[src/rtl/jtag_dtm.sv]
// RISC-V JTAG Debug Transport Module. The JTAG pins are oversampled in the clk
// domain; DMI scans become valid/ready requests towards the debug module.
module jtag_dtm #(
    parameter logic [31:0] IDCODE      = 32'h1000_0001,
    parameter int          SYNC_STAGES = 2,
    parameter logic [2:0]  IDLE_HINT   = 3'd1
) (
    input  logic        clk,
    input  logic        resetn,
    input  logic        tck,
    input  logic        tms,
    input  logic        tdi,
    output logic        tdo,
    output logic        tdo_en,
    output logic        dmi_valid,
    input  logic        dmi_ready,
    output logic        dmi_write,
    output logic [6:0]  dmi_addr,
    output logic [31:0] dmi_wdata,
    input  logic [31:0] dmi_rdata
);

    typedef enum logic [3:0] {
        TLR, RTI,
        SEL_DR, CAP_DR, SH_DR, EX1_DR, PAU_DR, EX2_DR, UPD_DR,
        SEL_IR, CAP_IR, SH_IR, EX1_IR, PAU_IR, EX2_IR, UPD_IR
    } tap_state_e;

    localparam logic [4:0] IR_IDCODE = 5'h01;
    localparam logic [4:0] IR_DTMCS  = 5'h10;
    localparam logic [4:0] IR_DMI    = 5'h11;

    localparam logic [1:0] SEL_BYPASS = 2'd0;
    localparam logic [1:0] SEL_ID     = 2'd1;
    localparam logic [1:0] SEL_CS     = 2'd2;
    localparam logic [1:0] SEL_DMI    = 2'd3;

    // ---------------------------------------------------------------------
    // Pin synchronisers and tck edge detection
    // ---------------------------------------------------------------------
    logic [SYNC_STAGES-1:0] tck_sync_q, tck_sync_d;
    logic [SYNC_STAGES-1:0] tms_sync_q, tms_sync_d;
    logic [SYNC_STAGES-1:0] tdi_sync_q, tdi_sync_d;
    logic                   tck_prev_q, tck_prev_d;
    logic                   tck_s, tms_s, tdi_s;
    logic                   tck_rise, tck_fall;

    always_comb begin
        tck_sync_d = {tck_sync_q[SYNC_STAGES-2:0], tck};
        tms_sync_d = {tms_sync_q[SYNC_STAGES-2:0], tms};
        tdi_sync_d = {tdi_sync_q[SYNC_STAGES-2:0], tdi};
        tck_s      = tck_sync_q[SYNC_STAGES-1];
        tms_s      = tms_sync_q[SYNC_STAGES-1];
        tdi_s      = tdi_sync_q[SYNC_STAGES-1];
        tck_prev_d = tck_s;
        tck_rise   = tck_s & ~tck_prev_q;
        tck_fall   = ~tck_s & tck_prev_q;
    end

    always_ff @(posedge clk) begin
        if (!resetn) begin
            tck_sync_q <= '0;
            tms_sync_q <= '0;
            tdi_sync_q <= '0;
            tck_prev_q <= 1'b0;
        end else begin
            tck_sync_q <= tck_sync_d;
            tms_sync_q <= tms_sync_d;
            tdi_sync_q <= tdi_sync_d;
            tck_prev_q <= tck_prev_d;
        end
    end

    // ---------------------------------------------------------------------
    // TAP controller
    // ---------------------------------------------------------------------
    tap_state_e tap_state_q, tap_state_d;

    always_ff @(posedge clk) begin
        if (!resetn) begin
            tap_state_q <= TLR;
        end else begin
            tap_state_q <= tap_state_d;
        end
    end

    always_comb begin
        tap_state_d = tap_state_q;
        if (tck_rise) begin
            unique case (tap_state_q)
                TLR:     tap_state_d = tms_s ? TLR    : RTI;
                RTI:     tap_state_d = tms_s ? SEL_DR : RTI;
                SEL_DR:  tap_state_d = tms_s ? SEL_IR : CAP_DR;
                CAP_DR:  tap_state_d = tms_s ? EX1_DR : SH_DR;
                SH_DR:   tap_state_d = tms_s ? EX1_DR : SH_DR;
                EX1_DR:  tap_state_d = tms_s ? UPD_DR : PAU_DR;
                PAU_DR:  tap_state_d = tms_s ? EX2_DR : PAU_DR;
                EX2_DR:  tap_state_d = tms_s ? UPD_DR : SH_DR;
                UPD_DR:  tap_state_d = tms_s ? SEL_DR : RTI;
                SEL_IR:  tap_state_d = tms_s ? TLR    : CAP_IR;
                CAP_IR:  tap_state_d = tms_s ? EX1_IR : SH_IR;
                SH_IR:   tap_state_d = tms_s ? EX1_IR : SH_IR;
                EX1_IR:  tap_state_d = tms_s ? UPD_IR : PAU_IR;
                PAU_IR:  tap_state_d = tms_s ? EX2_IR : PAU_IR;
                EX2_IR:  tap_state_d = tms_s ? UPD_IR : SH_IR;
                UPD_IR:  tap_state_d = tms_s ? SEL_DR : RTI;
                default: tap_state_d = TLR;
            endcase
        end
    end

    logic in_tlr, cap_ir, sh_ir, upd_ir, cap_dr, sh_dr, upd_dr, ir_side;

    always_comb begin
        in_tlr  = (tap_state_q == TLR);
        cap_ir  = (tap_state_q == CAP_IR);
        sh_ir   = (tap_state_q == SH_IR);
        upd_ir  = (tap_state_q == UPD_IR);
        cap_dr  = (tap_state_q == CAP_DR);
        sh_dr   = (tap_state_q == SH_DR);
        upd_dr  = (tap_state_q == UPD_DR);
        ir_side = (tap_state_q == CAP_IR) || (tap_state_q == SH_IR) ||
                  (tap_state_q == EX1_IR) || (tap_state_q == PAU_IR) ||
                  (tap_state_q == EX2_IR) || (tap_state_q == UPD_IR);
    end

    // ---------------------------------------------------------------------
    // IR/DR shift registers, DTM status and DMI request port
    // ---------------------------------------------------------------------
    logic [4:0]  ir_q, ir_d;
    logic [4:0]  ir_shift_q, ir_shift_d;
    logic [40:0] dr_shift_q, dr_shift_d;
    logic        tdo_q, tdo_d;
    logic        tdo_en_q, tdo_en_d;
    logic [1:0]  dmistat_q, dmistat_d;
    logic        busy_q, busy_d;
    logic        discard_q, discard_d;
    logic        resp_pend_q, resp_pend_d;
    logic [31:0] rdata_buf_q, rdata_buf_d;
    logic [6:0]  addr_last_q, addr_last_d;
    logic        dmi_valid_q, dmi_valid_d;
    logic        dmi_write_q, dmi_write_d;
    logic [6:0]  dmi_addr_q, dmi_addr_d;
    logic [31:0] dmi_wdata_q, dmi_wdata_d;

    logic [1:0]  dr_sel;
    logic [40:0] dr_shifted;
    logic [31:0] dtmcs_cap;
    logic        busy_eff;
    logic [1:0]  upd_op;

    always_comb begin
        unique case (ir_q)
            IR_IDCODE: dr_sel = SEL_ID;
            IR_DTMCS:  dr_sel = SEL_CS;
            IR_DMI:    dr_sel = SEL_DMI;
            default:   dr_sel = SEL_BYPASS;
        endcase

        // tdi enters at the MSB of whichever register length is selected
        dr_shifted = {1'b0, dr_shift_q[40:1]};
        unique case (dr_sel)
            SEL_DMI:        dr_shifted[40] = tdi_s;
            SEL_ID, SEL_CS: dr_shifted[31] = tdi_s;
            default:        dr_shifted[0]  = tdi_s;
        endcase

        dtmcs_cap = {14'b0, 1'b0, 1'b0, 1'b0, IDLE_HINT, dmistat_q, 6'd7, 4'd1};
        // A request finishing on this very clk no longer counts as busy
        busy_eff  = busy_q & ~resp_pend_q;
        upd_op    = dr_shift_q[1:0];
    end

    always_comb begin
        ir_d        = ir_q;
        ir_shift_d  = ir_shift_q;
        dr_shift_d  = dr_shift_q;
        tdo_d       = tdo_q;
        tdo_en_d    = tdo_en_q;
        dmistat_d   = dmistat_q;
        busy_d      = busy_q;
        discard_d   = discard_q;
        resp_pend_d = dmi_valid_q & dmi_ready;
        rdata_buf_d = rdata_buf_q;
        addr_last_d = addr_last_q;
        dmi_valid_d = dmi_valid_q;
        dmi_write_d = dmi_write_q;
        dmi_addr_d  = dmi_addr_q;
        dmi_wdata_d = dmi_wdata_q;

        if (dmi_valid_q && dmi_ready) begin
            dmi_valid_d = 1'b0;
        end
        if (resp_pend_q) begin
            if (!dmi_write_q && !discard_q) begin
                rdata_buf_d = dmi_rdata;
            end
            busy_d    = 1'b0;
            discard_d = 1'b0;
        end

        if (tck_rise) begin
            if (cap_ir) ir_shift_d = 5'b00001;
            if (sh_ir)  ir_shift_d = {tdi_s, ir_shift_q[4:1]};
            if (upd_ir) ir_d = ir_shift_q;

            if (cap_dr) begin
                unique case (dr_sel)
                    SEL_ID: dr_shift_d = {9'b0, IDCODE};
                    SEL_CS: dr_shift_d = {9'b0, dtmcs_cap};
                    SEL_DMI: begin
                        dr_shift_d = {addr_last_q, rdata_buf_q,
                                      busy_eff ? 2'b11 : dmistat_q};
                        if (busy_eff) dmistat_d = 2'b11;
                    end
                    default: dr_shift_d = '0;
                endcase
            end
            if (sh_dr) dr_shift_d = dr_shifted;

            if (upd_dr && dr_sel == SEL_CS) begin
                if (dr_shift_q[16] || dr_shift_q[17]) dmistat_d = 2'b00;
                if (dr_shift_q[17] && busy_eff) discard_d = 1'b1;
            end
            if (upd_dr && dr_sel == SEL_DMI) begin
                if (busy_eff) begin
                    dmistat_d = 2'b11;
                end else if (dmistat_q == 2'b00 && (upd_op == 2'd1 || upd_op == 2'd2)) begin
                    dmi_valid_d = 1'b1;
                    dmi_write_d = (upd_op == 2'd2);
                    dmi_addr_d  = dr_shift_q[40:34];
                    dmi_wdata_d = dr_shift_q[33:2];
                    busy_d      = 1'b1;
                    discard_d   = 1'b0;
                    addr_last_d = dr_shift_q[40:34];
                end
            end
        end

        if (tck_fall) begin
            tdo_d    = ir_side ? ir_shift_q[0] : dr_shift_q[0];
            tdo_en_d = sh_ir | sh_dr;
        end

        // Test-Logic-Reset restores IDCODE but never aborts a DMI handshake
        if (in_tlr) begin
            ir_d      = IR_IDCODE;
            dmistat_d = 2'b00;
        end
    end

    always_ff @(posedge clk) begin
        if (!resetn) begin
            ir_q        <= IR_IDCODE;
            ir_shift_q  <= '0;
            dr_shift_q  <= '0;
            tdo_q       <= 1'b0;
            tdo_en_q    <= 1'b0;
            dmistat_q   <= 2'b00;
            busy_q      <= 1'b0;
            discard_q   <= 1'b0;
            resp_pend_q <= 1'b0;
            rdata_buf_q <= '0;
            addr_last_q <= '0;
            dmi_valid_q <= 1'b0;
            dmi_write_q <= 1'b0;
            dmi_addr_q  <= '0;
            dmi_wdata_q <= '0;
        end else begin
            ir_q        <= ir_d;
            ir_shift_q  <= ir_shift_d;
            dr_shift_q  <= dr_shift_d;
            tdo_q       <= tdo_d;
            tdo_en_q    <= tdo_en_d;
            dmistat_q   <= dmistat_d;
            busy_q      <= busy_d;
            discard_q   <= discard_d;
            resp_pend_q <= resp_pend_d;
            rdata_buf_q <= rdata_buf_d;
            addr_last_q <= addr_last_d;
            dmi_valid_q <= dmi_valid_d;
            dmi_write_q <= dmi_write_d;
            dmi_addr_q  <= dmi_addr_d;
            dmi_wdata_q <= dmi_wdata_d;
        end
    end

    assign tdo       = tdo_q;
    assign tdo_en    = tdo_en_q;
    assign dmi_valid = dmi_valid_q;
    assign dmi_write = dmi_write_q;
    assign dmi_addr  = dmi_addr_q;
    assign dmi_wdata = dmi_wdata_q;

endmodule

[config.mk]
export PLATFORM = sky130hd
export DESIGN_NAME = jtag_dtm
export DESIGN_NICKNAME = d
export VERILOG_FILES = /design/src/rtl/jtag_dtm.sv
export SDC_FILE = /design/constraint.sdc
export NUM_CORES = 1
export LEC_CHECK = 0
export CAP_MARGIN = 0
export CORE_ASPECT_RATIO = 0.5
export CORE_MARGIN = 2
export CORE_UTILIZATION = 55
export DETAILED_ROUTE_END_ITERATION = 12
export GPL_ROUTABILITY_DRIVEN = 0
export GPL_TIMING_DRIVEN = 0
export PLACE_DENSITY = 0.79
export SLEW_MARGIN = 20
export SYNTH_ARGS = -nofsm -noshare
export SYNTH_HDL_FRONTEND = slang
export SYNTH_SLANG_ARGS = --single-unit
[constraint.sdc]
create_clock -name clk -period 2.3 [get_ports clk]
set_input_delay 0.46 -clock clk [delete_from_list [all_inputs] [get_ports clk]]
set_output_delay 0.46 -clock clk [all_outputs]
set_load 0.05 [all_outputs]
# ---- Word level (Yosys, flattened, before mapping)
# Index checks and enable logic that the tools add are counted.
dict set report classes {
  n_addsub 0
  n_mul 0
  n_div 0
  n_lt_le_gt_ge 0
  n_eq_ne 23
  shifts 0
  mux 47
  bitwise_logic 10
  n_reduce_logical 30
}
# cell count
set op_table {}
lappend op_table {{$pmux 41 s3} 1}
lappend op_table {{$mux 41} 2}
lappend op_table {{$pmux 4 s12} 1}
lappend op_table {{$eq 4x4->1 const B} 8}
lappend op_table {{$mux 1} 24}
lappend op_table {{$mux 2} 10}
lappend op_table {{$eq 4x3->1 const B} 4}
lappend op_table {{$mux 4} 4}
lappend op_table {{$eq 5x5->1 const B} 2}
lappend op_table {{$mux 5} 2}
lappend op_table {{$eq 4x2->1 const B} 2}
lappend op_table {{$reduce_and 2->1} 4}
lappend op_table {{$reduce_or 2->1} 4}
lappend op_table {{$logic_or 1x1->1} 7}
lappend op_table {{$eq 2x2->1 const B} 3}
lappend op_table {{$logic_and 1x1->1} 6}
lappend op_table {{$mux 3} 2}
lappend op_table {{$pmux 2 s3} 1}
lappend op_table {{$reduce_or 3->1} 2}
lappend op_table {{$eq 5x1->1 const B} 1}
lappend op_table {{$not 1->1} 5}
lappend op_table {{$and 1x1->1} 4}
lappend op_table {{$eq 2x1->1 const B} 2}
lappend op_table {{$eq 4x1->1 const B} 1}
lappend op_table {{other kinds (6)} 8}
dict set report totals {
  reg_bits 142
  latchBits 0
  ramBits 0
  mem_bits_ro 0
  inputBits 38
  output_inout_bits 43
  elab_cells 129
  memories 0
}

# ---- Logic depth before layout (Yosys ltp)
dict set report depth {
  depth_word 9
  depth_mapped 8
  mapped_depth_nobuf 6
}

# ---- Least setup slack after synthesis
# No wires, ideal clock.
dict set report synth_timing {
  kind {register to register}
  startpoint {register tap_state_q[2]}
  endpoint {register dr_shift_q[9]}
  setup_ps 122
  t_arrival_ps 1632
  required_time_ps 2178
  setup_slack_ps 546
  path_stages_with_launch 8
  n_path_buf 3
  synth_period_minus_slack_ps 1754
  path_cell_list {dfxtp_1 buf_6 or3b_1 a211o_1 buf_6 buf_6 a221oi_2 nor3b_2}
}
dict set report synth_via {
  elab_chain_cells 3
  word_cells_on_any_way 5
  cone_classes {eq/ne: 2; mux: 1; reduce/logical: 2}
}
# element line_no
set synth_rtl {}
lappend synth_rtl {{start: declaration} 77} ;# tap_state_e tap_state_q, tap_state_d;
lappend synth_rtl {{start signal: assignment} 83} ;# tap_state_q <= tap_state_d;
lappend synth_rtl {{$eq 4x2->1 / $eq 4x3->1 (equally long branches)} {119, 120}}
lappend synth_rtl {{$reduce_bool 2->1 (no line)} --}
lappend synth_rtl {{$reduce_and 2->1 (no line)} --}
lappend synth_rtl {{end signal: assignment} 272} ;# dr_shift_q <= dr_shift_d;
lappend synth_rtl {{end: declaration} 132} ;# logic [40:0] dr_shift_q, dr_shift_d;
# Several ways; a longest one is shown, not always the timed one.
# A chain may end at the register's enable or synchronous reset.

# ---- Worst setup path in the final report
dict set report layout_timing {
  startpoint {register tap_state_q[3]}
  endpoint {register dr_shift_q[10]}
}
# The elaborated chain is that of the path after synthesis.

==> Flow_metrics.wiki <==
{| class="wikitable"
! Metric !! Value
|-
| Status || finished clean
|-
| Crit. End Element || register
|-
| Die Width || 156.1 um
|-
| Core Box Area || 11110 um^2
|-
| Initial Utilization || 57.21%
|-
| Worst setup path endpoint || dr_shift_q[10]$_SDFFE_PN0P_
|-
| Placement Rows || 27
|-
| Drt pass-1 iters || 6
|-
| Post-Syn Area || 6359 um^2
|-
| Final #Nets || between 800 and 900
|-
| Most common flop cell mapped by yosys || sky130_fd_sc_hd__dfxtp_1
|-
| Number of clock sinks seen by CTS || 142
|-
| Height of the die || between 80 and 90 um
|-
| CP arrival || 2.52 ns
|-
| Avg Inst Size Synth || 9.149 um^2
|-
| CP Launch Type || register
|-
| Maximum level of the CTS H-tree || 4
|-
| Core utilization of the finished layout || ~72%
|-
| PwrDens || 703.3 nW/um^2
|-
| Final setup violation count || 0
|-
| Slowest stage delay, CP || 0.62 ns
|-
| Cell occurring most often along the worst timing path || sky130_fd_sc_hd__buf_2
|-
| Fraction of registers with async set or reset after synthesis || 0%
|-
| Top-level I/O count || 81
|-
| Launch point of the worst path || tap_state_q[3]$_SDFFE_PN0P_
|-
| Required time of the worst setup path || 2.66 ns
|-
| Count of state elements after synthesis || 142
|-
| Total congestion overflow after global routing || 0
|-
| Root Buffer || sky130_fd_sc_hd__clkbuf_16
|-
| Synth cell types || 56
|-
| Start-to-end type of the worst setup path || register to register
|-
| Overall global routing resource usage || 29.71%
|-
| Number of cell instances on the worst register-to-register path || 6
|-
| Antenna diode count || 0
|-
| CTS tree || built
|-
| Leakage || ~0.0028 uW
|-
| Initial antenna violation count || 0
|-
| Register-to-register setup slack || approximately 0.14 ns
|-
| Area enclosed by the die boundary || 12490 um^2
|-
| Count of final max-slew check failures || 0
|-
| Skew final || roughly 0.009 ns
|-
| Startpoint of the lowest-slack hold path || tdi_sync_q[0]$_SDFF_PN0_
|-
| Max capacitance violation total || 0
|-
| Total number of vias || 5844
|-
| DPL Wire Length || 11940 um
|-
| Total length of routed wires || 17970 um
|-
| Measured slew at the worst slew-check pin || 1.001 ns
|-
| Max VDD drop || 0.4184 mV
|-
| Max Buffers Root-to-Sink || 2
|-
| Cell-by-cell trace of the critical path || buf_2 -> nor4b_4 -> buf_2 -> nand2_1 -> o311ai_0 -> o211a_1
|-
| Remaining antenna violation count after routing || 0
|-
| Maximum clock frequency || 463.9 MHz
|-
| Number of flops mapped to enable cells by yosys || 0
|-
| Critical path peak fanout || 10
|-
| Clock transition time at the flip-flop clock pins of the worst setup and hold paths || 0.06 ns
|-
| Global-route wire length before repair || 28640 um
|-
| WL per Instance || ~19 um
|-
| Signed area change from the synthesized netlist to the final layout || 25.97%
|-
| Initial drt markers || 679
|-
| Synthesized netlist net count || between 700 and 800
|-
| Share of layout cells above drive strength 1 || between 10% and 20%
|-
| Dpl cell area || 7331 um^2
|-
| Maximum number of pins on one net before global-route repair || 17
|-
| Final Cell Area || 8010 um^2
|-
| Shortest clock period the worst path allows after layout || between 2 and 2.5 ns
|-
| Crit. path cell count || 6
|-
| Minimum setup slack in the final design || between 0.1 and 0.15 ns
|-
| Worst slack, placed || 0.06039 ns
|-
| Count of synthesis-stage warnings from yosys || 0
|-
| Clock insertion delay at the later pin of the skew report || 0.42 ns
|-
| Cell with the biggest individual delay on the critical path || sky130_fd_sc_hd__nor4b_4
|-
| Final total negative setup slack || 0 ns
|-
| Buffers and inverters on the worst path || 2
|-
| Port Buffer Count || 79
|-
| Crit-path leading delay family || simple AND/OR/NAND/NOR gates
|-
| FF-to-FF End || dr_shift_q[10]$_SDFFE_PN0P_
|-
| Max_slew headroom || 33.13%
|-
| Setup repair after global routing missed its margin || false
|-
| Post-synthesis sequential area ratio || 44.71%
|-
| Path type of the worst min-delay path || register to register
|-
| Gate Count Post-Synth || between 600 and 700
|-
| Residual DRC count || 0
|-
| Post-route fraction of the period consumed by the critical path || between 90% and 100%
|-
| Reg2Reg Launch Point || tap_state_q[3]$_SDFFE_PN0P_
|-
| FILL cells || 841
|-
| Number of hold violations in the final report || 0
|-
| Number of buffers created by CTS || 17
|-
| Routed vias/inst || 6.132
|-
| Via count of the first global-routing pass || 5603
|}
## power breakdown
group	leakage, uW	internal (uW)	switching [uW]
logic	0.00136	98.5	79.6
clock network	0.000310	1830	1150
registers	0.00114	2470	5.22
total	0.00281	4400	1240
## worst register-to-register path, delay by kind of cell, from the launching register on
kind | cells | cell delay (ns)
AO/OA/AOI/OAI | 2 | 0.37
buffers and inverters | 2 | 0.67
flip-flops | 1 | 0.34
AND/OR/NAND/NOR | 2 | 0.72
## what timing repair did
action                                  CTS  global route
gates resized for setup                   1             2
hold buffers                              0             0
setup buffers                             2             0
endpoints found under the setup margin    3            11
pin swaps                                 1             0
hold endpoints to repair                  0             0
## synth_stat cells, drive strengths merged, types with 4 or more instances
cell / instances / area (um^2)
dfxtp: 142 / 2843
nand2: 85 / 319.1
a21boi: 82 / 619.3
o21ai: 63 / 315.3
nand3: 50 / 250.2
clkbuf: 45 / 168.9
nor2: 29 / 108.9
buf: 25 / 168.9
nor3b: 25 / 299.0
a221oi: 22 / 305.3
a21oi: 14 / 70.07
nor2b: 13 / 81.33
a32oi: 8 / 70.07
nand2b: 8 / 50.05
o211a: 8 / 80.08
and2: 7 / 43.79
o211ai: 6 / 45.04
a22oi: 5 / 37.54
nor4b: 5 / 71.32
a31oi: 4 / 25.02
inv: 4 / 15.01
## sequential cells by signal, summed over array words and instances, names as in the netlist
name and count:
busy_q 1, discard_q 1, dmi_addr 7, dmi_valid 1
dmi_wdata 32, dmi_write 1, dmistat_q 2, dr_shift_q 41
ir_q 5, ir_shift_q 5, rdata_buf_q 32, resp_pend_q 1
tap_state_q 4, tck_prev_q 1, tck_sync_q 2, tdi_sync_q 2
tdo 1, tdo_en 1, tms_sync_q 2
## worst min path at each step
| stage | to | slack, ns | cells past startpoint |
|---|---|---|---|
| floorplan | tck_sync_q[1]$_SDFF_PN0_ | 0.41 | 1 |
| global placement | tdi_sync_q[1]$_SDFF_PN0_ | 0.42 | 1 |
| detailed placement | tdi_sync_q[1]$_SDFF_PN0_ | 0.43 | 1 |
| CTS | tck_sync_q[1]$_SDFF_PN0_ | 0.44 | 1 |
| global route | tdi_sync_q[1]$_SDFF_PN0_ | 0.45 | 1 |
| finish | tdi_sync_q[1]$_SDFF_PN0_ | 0.44 | 1 |
## cells by family after synthesis
logic type	after synthesis	synth area share [%]
compound gates	230	27.12
xor+xnor	1	0.1378
fa+ha+maj	1	0.1967
buf+inv	74	5.549
flops	142	44.71
mux	4	0.6494
simple gates	243	21.65
## final cells by class
type                       count  area (um^2)  share of cell area, %
buffer                        70        337.8                  4.217
inverter                       4        15.01                 0.1874
clock buffer                  17        425.4                  5.311
multi-input combinational    479         3192                  39.85
timing repair buffer          81        805.8                  10.06
tap                          145        181.4                  2.265
sequential                   142         2843                  35.49
clock inverter                15        210.2                  2.624
## per-layer routing
metal / track usage [%] / wire (um)
met5: 0 / 0
met4: 7.615 / 260
met3: 8.849 / 1810
met2: 46.59 / 8051
met1: 40.24 / 7845
## cells in the final DEF (no fill, tap or decap), types with 17 or more instances in the layout
master                            synthesis  final
sky130_fd_sc_hd__dfxtp_1                142    142
sky130_fd_sc_hd__nand2_1                 85     85
sky130_fd_sc_hd__clkdlybuf4s50_1          0     79
sky130_fd_sc_hd__o21ai_0                 63     63
sky130_fd_sc_hd__a21boi_0                62     62
sky130_fd_sc_hd__nand3_1                 50     50
sky130_fd_sc_hd__clkbuf_1                45     45
sky130_fd_sc_hd__nor2_1                  29     29
sky130_fd_sc_hd__nor3b_2                 20     20
sky130_fd_sc_hd__a21boi_1                19     19
sky130_fd_sc_hd__a221oi_2                18     18
sky130_fd_sc_hd__clkbuf_16                0     17
## stage by stage
step	cells	total power (uW)	hold slack, ns
finish	953	5634	0.4357
floorplan	695	2604	0.4119
detailed placement	919	2699	0.4257
global placement	919	2697	0.4161
global route	953	5762	0.4468
CTS	953	5619	0.4386
Power figures use the tool's default switching activity.
